===== config.mk =====
export PLATFORM = sky130hd
export DESIGN_NAME = branch_resolver
export DESIGN_NICKNAME = d
export VERILOG_FILES = /design/src/rtl/branch_resolver_pkg.sv /design/src/rtl/branch_fifo.sv /design/src/rtl/branch_resolver.sv
export SDC_FILE = /design/constraint.sdc
export NUM_CORES = 1
export LEC_CHECK = 0
export BUFFER_PORTS_ARGS = -buffer_cell sky130_fd_sc_hd__buf_2
export CAP_MARGIN = 20
export CORE_ASPECT_RATIO = 0.5
export CORE_MARGIN = 3
export CORE_UTILIZATION = 50
export DETAILED_ROUTE_END_ITERATION = 12
export PLACE_DENSITY = 0.7
export REMOVE_ABC_BUFFERS = 1
export SKIP_LAST_GASP = 1
export SYNTH_ARGS = -nofsm -noshare
export SYNTH_HDL_FRONTEND = slang
export SYNTH_SLANG_ARGS = --single-unit

===== constraint.sdc =====
create_clock -name clk -period 24.4 [get_ports clk]
set_clock_uncertainty 0.2 [all_clocks]
set_input_delay 2.44 -clock clk [delete_from_list [all_inputs] [get_ports clk]]
set_output_delay 2.44 -clock clk [all_outputs]
set_load 0.1 [all_outputs]

===== src/rtl/branch_resolver_pkg.sv =====
// Shared types for the branch resolver: 2-bit direction counters and the
// in-flight prediction record carried from fetch to EX.
package branch_resolver_pkg;

  typedef enum logic [1:0] {
    STRONG_NT = 2'b00,
    WEAK_NT   = 2'b01,
    WEAK_T    = 2'b10,
    STRONG_T  = 2'b11
  } ctr_t;

  typedef struct packed {
    logic [31:0] pc;
    logic [31:0] target;
  } inflight_t;

  // Saturating step toward the resolved direction.
  function automatic ctr_t ctr_next(input ctr_t c, input logic taken);
    if (taken) return (c == STRONG_T) ? STRONG_T : ctr_t'(c + 2'd1);
    return (c == STRONG_NT) ? STRONG_NT : ctr_t'(c - 2'd1);
  endfunction

endpackage


===== src/rtl/branch_fifo.sv =====
// Synchronous FIFO of in-flight predictions; clear flushes all entries and
// overrides any push/pop in the same cycle. Head is read combinationally.
module branch_fifo
  import branch_resolver_pkg::*;
#(
  parameter int DEPTH = 4
) (
  input  logic      clk,
  input  logic      rst,
  input  logic      clear,
  input  logic      push,
  input  logic      pop,
  input  inflight_t din,
  output inflight_t dout,
  output logic      full,
  output logic      empty
);

  localparam int AW = $clog2(DEPTH);

  inflight_t       mem [DEPTH];
  logic [AW-1:0]   wr_ptr, rd_ptr;
  logic [AW:0]     count;

  always_ff @(posedge clk) begin
    if (rst || clear) begin
      wr_ptr <= '0;
      rd_ptr <= '0;
      count  <= '0;
    end else begin
      if (push) wr_ptr <= wr_ptr + 1'b1;
      if (pop)  rd_ptr <= rd_ptr + 1'b1;
      case ({push, pop})
        2'b10:   count <= count + 1'b1;
        2'b01:   count <= count - 1'b1;
        default: count <= count;
      endcase
    end
  end

  // Storage needs no reset; a push into a full FIFO only happens alongside a
  // pop, so overwriting the slot being read is safe.
  always_ff @(posedge clk) begin
    if (push && !clear && !rst) mem[wr_ptr] <= din;
  end

  assign dout  = mem[rd_ptr];
  assign full  = (count == (AW+1)'(DEPTH));
  assign empty = (count == '0);

endmodule


===== src/rtl/branch_resolver.sv =====
// Resolves predicted branches in order: checks EX outcome against the
// predicted next PC, trains the 2-bit counter table, and flushes on mispredict.
module branch_resolver
  import branch_resolver_pkg::*;
#(
  parameter int IDX_BITS   = 4,
  parameter int FIFO_DEPTH = 4
) (
  input  logic        clk,
  input  logic        rst,
  input  logic        pred_valid,
  input  logic [31:0] pred_pc,
  input  logic [31:0] pred_target,
  output logic        pred_ready,
  input  logic        res_valid,
  input  logic        res_taken,
  input  logic [31:0] res_target,
  input  logic [31:0] lookup_pc,
  output logic [1:0]  lookup_state,
  output logic        flush,
  output logic [31:0] redirect_pc,
  output logic        res_err,
  output logic [15:0] mispredict_cnt
);

  localparam int ENTRIES = 2**IDX_BITS;

  ctr_t                ctr_tbl [ENTRIES];
  inflight_t           head;
  logic                full, empty;
  logic                pop, push, mispredict_now;
  logic [31:0]         actual_pc;
  logic [IDX_BITS-1:0] lk_idx, hd_idx;
  logic                unused_bits;

  assign lk_idx = lookup_pc[IDX_BITS+1:2];
  assign hd_idx = head.pc[IDX_BITS+1:2];
  assign unused_bits = ^{lookup_pc[31:IDX_BITS+2], lookup_pc[1:0],
                         head.pc[31:IDX_BITS+2], head.pc[1:0]};

  assign pop            = res_valid && !empty;
  assign actual_pc      = res_taken ? res_target : head.pc + 32'd4;
  assign mispredict_now = pop && (actual_pc != head.target);
  // A full FIFO still accepts when the head retires the same cycle.
  assign push       = pred_valid && (!full || pop) && !flush && !mispredict_now;
  assign pred_ready = !full;

  branch_fifo #(.DEPTH(FIFO_DEPTH)) u_fifo (
    .clk   (clk),
    .rst   (rst),
    .clear (mispredict_now),
    .push  (push),
    .pop   (pop),
    .din   ('{pc: pred_pc, target: pred_target}),
    .dout  (head),
    .full  (full),
    .empty (empty)
  );

  // No write bypass: lookup sees the value before this cycle's update.
  assign lookup_state = ctr_tbl[lk_idx];

  always_ff @(posedge clk) begin
    if (rst) begin
      for (int i = 0; i < ENTRIES; i++) ctr_tbl[i] <= WEAK_T;
    end else if (pop) begin
      ctr_tbl[hd_idx] <= ctr_next(ctr_tbl[hd_idx], res_taken);
    end
  end

  always_ff @(posedge clk) begin
    if (rst) begin
      flush          <= 1'b0;
      redirect_pc    <= '0;
      res_err        <= 1'b0;
      mispredict_cnt <= '0;
    end else begin
      flush <= mispredict_now;
      if (mispredict_now) begin
        redirect_pc <= actual_pc;
        if (mispredict_cnt != 16'hFFFF) mispredict_cnt <= mispredict_cnt + 16'd1;
      end
      if (res_valid && empty) res_err <= 1'b1;
    end
  end

endmodule

== Word-level counts from Yosys, hierarchy flattened ==
Memory sizes are Yosys's and may differ from the RTL's. A register that Yosys moved wholly into a read port is not among the register bits.
Index checks and enable logic that the tools add are counted.

* Memories kept: 2
* Bits of input ports: 133
* Word-level logic and storage cells: 66
* RAM bits: 288
* Flip-flop bits (word level): 57

* Reduce and logical (&&, ||, !) cells: 20
* Multiplexer cells: 23
* Add/subtract/negate cells: 8
* Equal/unequal tests: 6

{| class="wikitable"
|+ Memory list
! name !! depth !! width !! read ports !! clocked after Yosys merged registers in !! write ports !! RTL line !! source
|-
| u_fifo.mem || 4 || 64 || 1 || 1 || 1 || branch_fifo.sv:21 || <nowiki>inflight_t mem [DEPTH];</nowiki>
|-
| ctr_tbl || 16 || 2 || 2 || 0 || 16 || branch_resolver.sv:28 || <nowiki>ctr_t ctr_tbl [ENTRIES];</nowiki>
|}

{| class="wikitable"
|+ Operator list
! operator !! count
|-
| $add A32 B3 Y32 const B || 1
|-
| $mux W32 || 1
|-
| $ne A32 B32 Y1 || 1
|-
| $mux W2 || 9
|-
| $add A16 B1 Y16 const B || 1
|-
| $ne A16 B16 Y1 const B || 1
|-
| $mux W1 || 11
|-
| $logic_and A1 B1 Y1 || 8
|-
| $add A2 B1 Y2 const B || 3
|-
| $pmux W3 S2 || 1
|-
| $logic_not A1 Y1 || 5
|-
| $eq A2 B2 Y1 const B || 2
|-
| $mux W4 || 1
|-
| $add A3 B1 Y3 const B || 1
|-
| $eq A3 B3 Y1 const B || 1
|-
| $logic_not A3 Y1 || 1
|-
| $sub A3 B1 Y3 const B || 1
|-
| $eq A2 B1 Y1 const B || 1
|-
| $logic_not A2 Y1 || 1
|-
| $logic_or A1 B1 Y1 || 2
|-
| $reduce_and A2 Y1 || 1
|-
| $reduce_bool A2 Y1 || 1
|-
| $reduce_or A2 Y1 || 1
|-
| $sub A2 B1 Y2 const B || 1
|}

== Longest topological paths before layout ==
Gate-level depths: netlist of the first run.

* Word-level depth: 11
* Mapped depth: 22

== Cells and area by module ==
From an unflattened synthesis of the first run, not the netlist that was laid out.

* Cells, all modules: 1,150
* Area, all modules: 16,235.6 um^2

{| class="wikitable"
|+ By module, submodules not included
! module !! area each (um^2) !! instances !! cells each
|-
| branch_fifo || 9,754.4 || 1 || 383
|-
| branch_resolver || 6,481.2 || 1 || 767
|}

== Worst setup path after synthesis of the first run ==
No wires, ideal clock.

* Path type: input-to-reg
* Start point: input port res_taken
* End point: memory u_fifo.mem[0][0] in the netlist's numbering (enable)
* Data required time: 23.714 ns
* Arrival: 8.184 ns
* Cell stages on the path: 13
* Library setup time: 0.486 ns
* Path buffers: 3
* Path slack: 15.530 ns
* Cell sequence: clkbuf_1 -> clkinv_1 -> mux2i_4 -> xnor2_1 -> a2111oi_2 -> nand4_1 -> or4_1 -> or4_4 -> nor4_4 -> buf_6 -> o21bai_4 -> buf_2 -> nor2_1

* Word-level cells in the longest chain between the ends: 9

{| class="wikitable"
|+ Ends and longest elaborated chain
! what !! RTL line !! source
|-
| start: declaration || branch_resolver.sv:16 || <nowiki>input logic res_taken,</nowiki>
|-
| $mux W32 (*) || branch_resolver.sv:42 || <nowiki>assign actual_pc = res_taken ? res_target : head.pc + 32'd4;</nowiki>
|-
| $ne A32 B32 Y1 (*) || branch_resolver.sv:43 || <nowiki>assign mispredict_now = pop && (actual_pc != head.target);</nowiki>
|-
| $logic_and A1 B1 Y1 (*) || branch_resolver.sv:43 ||
|-
| $logic_not A1 Y1 (*) || branch_fifo.sv:44, branch_resolver.sv:45 ||
|-
| $logic_and A1 B1 Y1 || branch_resolver.sv:45 || <nowiki>assign push = pred_valid && (!full || pop) && !flush && !mispredict_now;</nowiki>
|-
| $logic_and A1 B1 Y1 (*) (2 in a row) || branch_fifo.sv:44 || <nowiki>if (push && !clear && !rst) mem[wr_ptr] <= din;</nowiki>
|-
| $mux W1 (*) || branch_fifo.sv:44 ||
|-
| $mux W1 (not written as such) (*) || branch_fifo.sv:44 ||
|-
| end: declaration || branch_fifo.sv:21 ||
|}

Every way passes the cells marked *; elsewhere a longest branch is shown, timed or not.

== Worst setup path in the final report of the first run ==
* Start point: input port res_taken
* End point: memory u_fifo.mem[0][54] in the netlist's numbering (enable)

The elaborated chain is that of the path after synthesis.

==> results of run 1 <==
-- power breakdown --
| part | internal (W) | total, W | switching (W) |
|---|---|---|---|
| sequential | 0.000700 | 0.000735 | 0.0000350 |
| combinational | 0.000189 | 0.000564 | 0.000376 |
| clock | 0.000265 | 0.000478 | 0.000213 |
| total | 0.00115 | 0.00178 | 0.000623 |
-- cell families (layout without fill, tap and decap cells) --
| family | count (synthesis) | in the layout | share of synthesized area [%] |
|---|---|---|---|
| DFF | 347 | 347 | 62.8 |
| and+or+nand+nor | 295 | 295 | 9.76 |
| AOI/OAI and AO/OA | 119 | 119 | 4.92 |
| muxes | 108 | 108 | 13.7 |
| buffers and inverters | 107 | 280 | 3.14 |
| xor gates and xnor gates | 83 | 83 | 4.64 |
| adders and majority gates | 13 | 13 | 1.05 |
| other | 0 | 4 | 0 |
-- registers in the layout (all words and copies together), names as in the netlist, named ones only --
| signal | cells |
|---|---|
| u_fifo.wr_ptr | 2 |
| res_err | 1 |
| u_fifo.mem | 256 |
| mispredict_cnt | 16 |
| u_fifo.rd_ptr | 2 |
| flush | 1 |
| u_fifo.count | 3 |
| ctr_tbl | 32 |
| redirect_pc | 32 |
-- metal layers --
layer,up-vias,routed length [µm]
li1,4405,-
met2,310,18400
met4,6,1030
met1,4884,14600
met5,-,28
met3,80,2090
-- area by class of cell --
cell class	instances	area, µm²
fillers	2339	12800
flip-flops and latches	347	9830
multi-input cells	618	5370
repair buffers	170	883
clock buffers	36	795
well taps	423	529
inverters	52	195
clock inverters	22	191
diodes	4	10.0
-- how the worst max path moves through the flow --
| stage | start | endpoint | slack (ns) | cells past startpoint |
|---|---|---|---|---|
| detailed placement | res_taken | u_fifo.mem[0][54] | 15.90 | 16 |
| floorplan | flop | u_fifo.mem[0][0] | 14.06 | 11 |
| global placement | res_taken | u_fifo.mem[0][52] | 15.97 | 16 |
| global route | res_taken | u_fifo.mem[0][54] | 16.14 | 16 |
| finish | res_taken | u_fifo.mem[0][54] | 16.48 | 16 |
| CTS | res_taken | u_fifo.mem[0][49] | 16.51 | 16 |
-- metrics by stage --
| stage | util, % | hold slack, ns | setup WS (ns) | total power [W] |
|---|---|---|---|---|
| finish | 58.2 | 0.268 | 16.48 | 0.00178 |
| global route | 58.2 | 0.293 | 16.14 | 0.00186 |
| CTS | 58.2 | 0.273 | 16.51 | 0.00179 |
| detailed placement | 55.0 | 0.263 | 15.90 | 0.00131 |
| global placement | 55.0 | 0.246 | 15.97 | 0.00130 |
| floorplan | - | 0.281 | 14.06 | 0.00117 |
-- worst register-to-register path, delay by kind of cell (launching register included) --
| kind | cells | cell delay [ns] |
|---|---|---|
| DFF | 1 | 0.79 |
| and+or+nand+nor | 7 | 2.71 |
| adders and majority gates | 1 | 0.40 |
| AOI/OAI and AO/OA | 2 | 0.27 |
| muxes | 1 | 0.72 |
| buffers and inverters | 3 | 1.40 |
-- synthesized netlist by cell type, types with 3 or more instances --
cell | number | area, µm²
xor2_1 | 39 | 342
a211oi_1 | 3 | 22.5
nand2_1 | 44 | 165
o22ai_1 | 33 | 206
edfxtp_1 | 288 | 8650
o31a_1 | 3 | 26.3
inv_1 | 51 | 191
mux2i_1 | 12 | 120
a21oi_1 | 35 | 175
or4_1 | 7 | 52.6
buf_4 | 6 | 45.0
buf_1 | 4 | 15.0
mux2_1 | 7 | 78.8
or3_1 | 5 | 31.3
nand3_1 | 35 | 175
nor3b_1 | 3 | 22.5
nor3_1 | 22 | 110
o31ai_1 | 8 | 60.1
or2_2 | 4 | 25.0
buf_6 | 7 | 78.8
dfxtp_1 | 59 | 1180
nor2b_1 | 13 | 81.3
nand2b_1 | 34 | 213
and3_1 | 9 | 56.3
mux4_2 | 83 | 1870
mux2_2 | 5 | 56.3
nor2_1 | 79 | 297
nor4_1 | 8 | 50.1
xnor2_1 | 44 | 385
and4_1 | 3 | 26.3
o21ai_0 | 14 | 70.1
clkbuf_1 | 26 | 97.6
nand4_1 | 21 | 131
buf_2 | 12 | 60.1
ha_1 | 10 | 125
==> out/qor.txt, run 1 <==
fin cells - 1,672
min-delay src - redirect_pc[16]
final hold violations - 0
gate count of the mapped netlist - 1,072
placed cells - 1,609
syn_area_per_cell - 14.6 µm²
clock slew seen by the registers of the worst setup and hold paths - 0.06 ns
Leak - 5.99 nW
CTS tree - built
first-pass GRT wire length - 56,500 µm
Final setup violation count - 0
RePlAce Congestion - 0.852
final instance area - 0.0178 mm²
# IOs - 186
sequential fraction of the synthesis area - 62.8%
minimum clock period - 7.92 ns
Clock Latency Late Sink - 0.58 ns
Post-CTS Resized - 0
commonest non-fill, non-tap cell in the layout - edfxtp_1
Starting Density - 51.2%
asr flop ratio synth - 0%
Worst R2R End - u_fifo.mem[0][54]
vias in the first global route - 10.0k
Overall Global Routing Usage - 21.4%
Root Driver - clkbuf_16
synthesis-to-layout area growth - 13.7%
Die Wd - 256 µm
final setup TNS - 0 ns
DPL Wire Length - 23,700 µm
antenna violations before repair - 7
most common flop cell mapped by yosys - edfxtp_1
TritonCTS buffer count - 31
grt met1 use - 27.9%
CP endpoint kind - flop
setup bufs post-CTS - 0
RSZ-0062 raised after global routing - false
Critical Path AT - 7.91 ns
commonest non-fill, non-tap cells in the layout - edfxtp_1 (288), buf_2 (157), mux4_2 (83), nor2_1 (75), dfxtp_1 (57)
max cap viols - 0
layout cells sized above 1 - 26.0%
Post-synth EDFFs - 288
number of synthesized register bits - 347
CP most frequent cell - buf_4
reg-to-reg slack, setup - 17.46 ns
Crit path max-delay family - buffers and inverters
core area - 0.0306 mm²
met2 Resource Use GR - 36.8%
Placement Rows - 45
kind of critical path - in -> reg
Crit path largest cell delay - 0.75 ns
die area - 0.0336 mm²
Initial DRC Count - 818
largest net degree at the start of global routing - 72
CTS Buffer Depth - 3
via count - 9,685
Hold Path Class - reg -> reg
gr ovfl total - 0
DR pass1 iterations - 5
crit path max fanout - 71
final slew viol count - 0
peak supply drop - 59.9 µV
global route hottest layer - met2
Die Height - 131 µm
worst reg-to-reg path cell count - 14
final worst path period share - 32.5%
fmax - 126 MHz
Worst Path Buf+Inv - 7
GRT met3 Usage - 4.06%
# DRC - 0
synth warn - 0
WHS Endpoint - redirect_pc[16]
CTS Hold Bufs - 0
Slew HR - 32.1%
Netlist Area Pre-Place - 0.0157 mm²
final-stage net count - 1,364
startpoint types - input port
Pwr per Cell Area - 99.8 mW/mm²
Critical-path top delay cell - buf_4
quantity of I/O buffers inserted on ports - 157
worst hold path depth - 2
Crit path required time - 24.39 ns
Avg WL per Cell - 21.6 µm
H-tree lvl count - 1
final wirelength - 36,200 µm
vias per std cell - 5.79
CP Cell Sequence - buf_2 > buf_4 > clkinv_1 > buf_4 > a21oi_1 > a21oi_1 > o21ai_0 > nand4_1 > or4_1 > or4_4 > nor4_4 > buf_4 > o21bai_4 > buf_4 > nor2_4 > buf_4
CTS Sinks - 347
Placed Area - 0.0168 mm²
post-synth cell types - 62
worst slew pin tran - 1.02 ns
outcome - complete, no violations
ANT nets after route - 0
No activity file was read; power rests on OpenSTA's default activity.
==> run 2, diff against run 1 <==
PLACE_DENSITY = 0.73   (was 0.7)
clock period = 6.5 ns   (was 24.4 ns; I/O delays follow)
==> out/qor.txt, run 2 (synthesized netlist as in run 1, its figures left out) <==
outcome - complete, no violations
crit path max fanout - 64 (-9.9%)
Root Driver - clkbuf_16
vias in the first global route - 9,905 (-1.2%)
fmax - 175 MHz
Initial DRC Count - 841 (+2.8%)
worst slew pin tran - 1.07 ns (+0.0545 ns)
final slew viol count - 0 (unchanged)
max cap viols - 0 (unchanged)
worst reg-to-reg path cell count - 12 (-2)
Placed Area - 0.0169 mm² (+0.48%)
gr ovfl total - 0 (unchanged)
Die Height - 131 µm (unchanged)
min-delay src - pred_target[25]
CTS tree - built
area of the multi-input gates - 0.00537 mm² (unchanged)
Largest Register - u_fifo.mem
Net Sw Frac - 34.5% (-0.55 points)
Crit path required time - 6.52 ns (-17.87 ns)
FF/Latch Area - 0.00983 mm² (unchanged)
worst hold path depth - 1 (-1)
Critical-path top delay cell - mux4_2
Pwr per Cell Area - 379 mW/mm² (+280%)
max FFs per register - 256 (unchanged)
CP Cell Sequence - mux4_2 > ha_1 > nand3_1 > or3_1 > o21ai_0 > nand4_1 > or4_1 > or4_4 > nor4_4 > o21bai_4 > nor2_4 > buf_12
Overall Global Routing Usage - 21.3% (-0.092 points)
Avg WL per Cell - 21.7 µm (+0.41%)
antenna violations before repair - 3 (-4)
Filler cells - 2,348 (+0.38%)
vias per std cell - 5.80 (+0.18%)
Hold Path Class - in -> reg
CTS Hold Bufs - 0 (unchanged)
final setup TNS - 0 ns (unchanged)
Clk pwr share - 28.0% (+1.1 points)
RSZ-0062 raised after global routing - false
Internal - 0.00445 W (+290%)
CP endpoint kind - flop
final instance area - 0.0179 mm² (+0.75%)
DPL Wire Length - 24,200 µm (+2.2%)
# IOs - 186 (unchanged)
Leak - 6.04 nW (+0.79%)
via count - 9,697 (+0.12%)
# DRC - 0 (unchanged)
Crit path largest cell delay - 0.64 ns (-0.11 ns)
CTS Sinks - 347 (unchanged)
final wirelength - 36,300 µm (+0.35%)
top flop regs - u_fifo.mem: 256 flops, ctr_tbl: 32 flops, redirect_pc: 32 flops
largest net degree at the start of global routing - 70 (-2.8%)
commonest non-fill, non-tap cells in the layout - edfxtp_1 (288), buf_2 (157), mux4_2 (83), nor2_1 (75), dfxtp_1 (57)
layout cells sized above 1 - 26.2% (+0.22 points)
peak supply drop - 262 µV (+340%)
Placement Rows - 45 (unchanged)
final worst path period share - 88.1%
Worst R2R End - u_fifo.mem[3][59]
synthesis-to-layout area growth - 14.6%
final-stage net count - 1,366 (+0.15%)
WHS Endpoint - u_fifo.mem[3][25]
final hold violations - 0 (unchanged)
DR pass1 iterations - 5 (unchanged)
H-tree lvl count - 1 (unchanged)
RePlAce Congestion - 0.888 (+4.1%)
setup bufs post-CTS - 0 (unchanged)
Starting Density - 51.2% (unchanged)
reg-to-reg slack, setup - 0.78 ns (-16.68 ns)
minimum clock period - 5.72 ns
combinational fraction of design power - 31.8% (about the same)
Final setup violation count - 0 (unchanged)
ANT nets after route - 0 (unchanged)
core area - 0.0306 mm² (unchanged)
commonest non-fill, non-tap cell in the layout - edfxtp_1
first-pass GRT wire length - 56,400 µm (-0.24%)
Clock Latency Late Sink - 0.57 ns (about the same)
die area - 0.0336 mm² (unchanged)
sw power - 0.00234 W (+280%)
startpoint types - flop
Post-CTS Resized - 0 (unchanged)
kind of critical path - reg -> reg
CTS Buffer Depth - 3 (unchanged)
clock slew seen by the registers of the worst setup and hold paths - 0.07 ns (about the same)
share of power burned in registers - 40.2% (-1.2 points)
Die Wd - 256 µm (unchanged)
Slew HR - 28.2% (-3.9 points)
quantity of I/O buffers inserted on ports - 157 (unchanged)
Critical Path AT - 5.74 ns (-2.17 ns)
TritonCTS buffer count - 30 (-3.2%)
run 2: cell types whose count changed in the layout (fill, tap and decap cells not counted), sizes merged:
| cell | previous run | this run |
|---|---|---|
| buf | 170 | 173 |
| clkbuf | 36 | 39 |
| bufinv | 3 | 5 |
| diode | 4 | 2 |
| clkinv | 16 | 10 |
| clkinvlp | 2 | 3 |
| inv | 53 | 51 |
run 2: per-layer routing:
layer / share of wire [%] / track usage (%)
met5: 0.036 / 0
met4: 1.9 / 4.77
met3: 5.3 / 3.45
met2: 52 / 38.2
met1: 41 / 27.5
run 2: how the worst max path moves through the flow:
| stage | end | slack, ns | cells after the start |
|---|---|---|---|
| 2_1_floorplan | u_fifo.mem[0][0] | -3.85 | 11 |
| 3_3_place_gp | u_fifo.mem[0][18] | 0.84 | 12 |
| 3_5_place_dp | u_fifo.mem[0][54] | 0.79 | 12 |
| 4_1_cts | u_fifo.mem[0][46] | 0.77 | 12 |
| 5_1_grt | u_fifo.mem[0][46] | 0.48 | 12 |
| 6_report | u_fifo.mem[3][59] | 0.78 | 12 |
run 2: critical path, delay by kind of cell, from the launching register on:
| kind | cells | cell delay [ns] |
|---|---|---|
| compound gates | 2 | 0.40 |
| fa+ha+maj | 1 | 0.37 |
| buf+inv | 1 | 0.33 |
| flops | 1 | 0.60 |
| mux | 1 | 0.64 |
| simple gates | 7 | 2.71 |
run 2: power by group through the flow:
stage          Clock (W)  Sequential [W]  Combinational [W]
2_1_floorplan          0         0.00320            0.00118
3_3_place_gp           0         0.00277            0.00211
3_5_place_dp           0         0.00278            0.00215
4_1_cts          0.00193         0.00273            0.00216
5_1_grt          0.00202         0.00275            0.00230
6_report         0.00190         0.00273            0.00216
run 2: final cells by class:
type                    instances  area share [%]
repair buffers                173            5.33
multi-input cells             618            29.9
clock inverters                17            1.21
diodes                          2          0.0279
well taps                     423            2.95
clock buffers                  39            4.66
flip-flops and latches        347            54.8
inverters                      52            1.09
run 2: stage by stage:
step | instances | total power, W | utilization [%] | hold slack [ns] | setup WS, ns
3_5_place_dp | 1613 | 0.00493 | 55.2 | 0.260 | 0.787
3_3_place_gp | 1613 | 0.00488 | 55.2 | 0.249 | 0.844
5_1_grt | 1671 | 0.00708 | 58.7 | 0.0766 | 0.483
4_1_cts | 1669 | 0.00682 | 58.7 | 0.0651 | 0.775
6_report | 1671 | 0.00679 | 58.7 | 0.0910 | 0.776
2_1_floorplan | 1017 | 0.00438 | - | 0.281 | -3.85
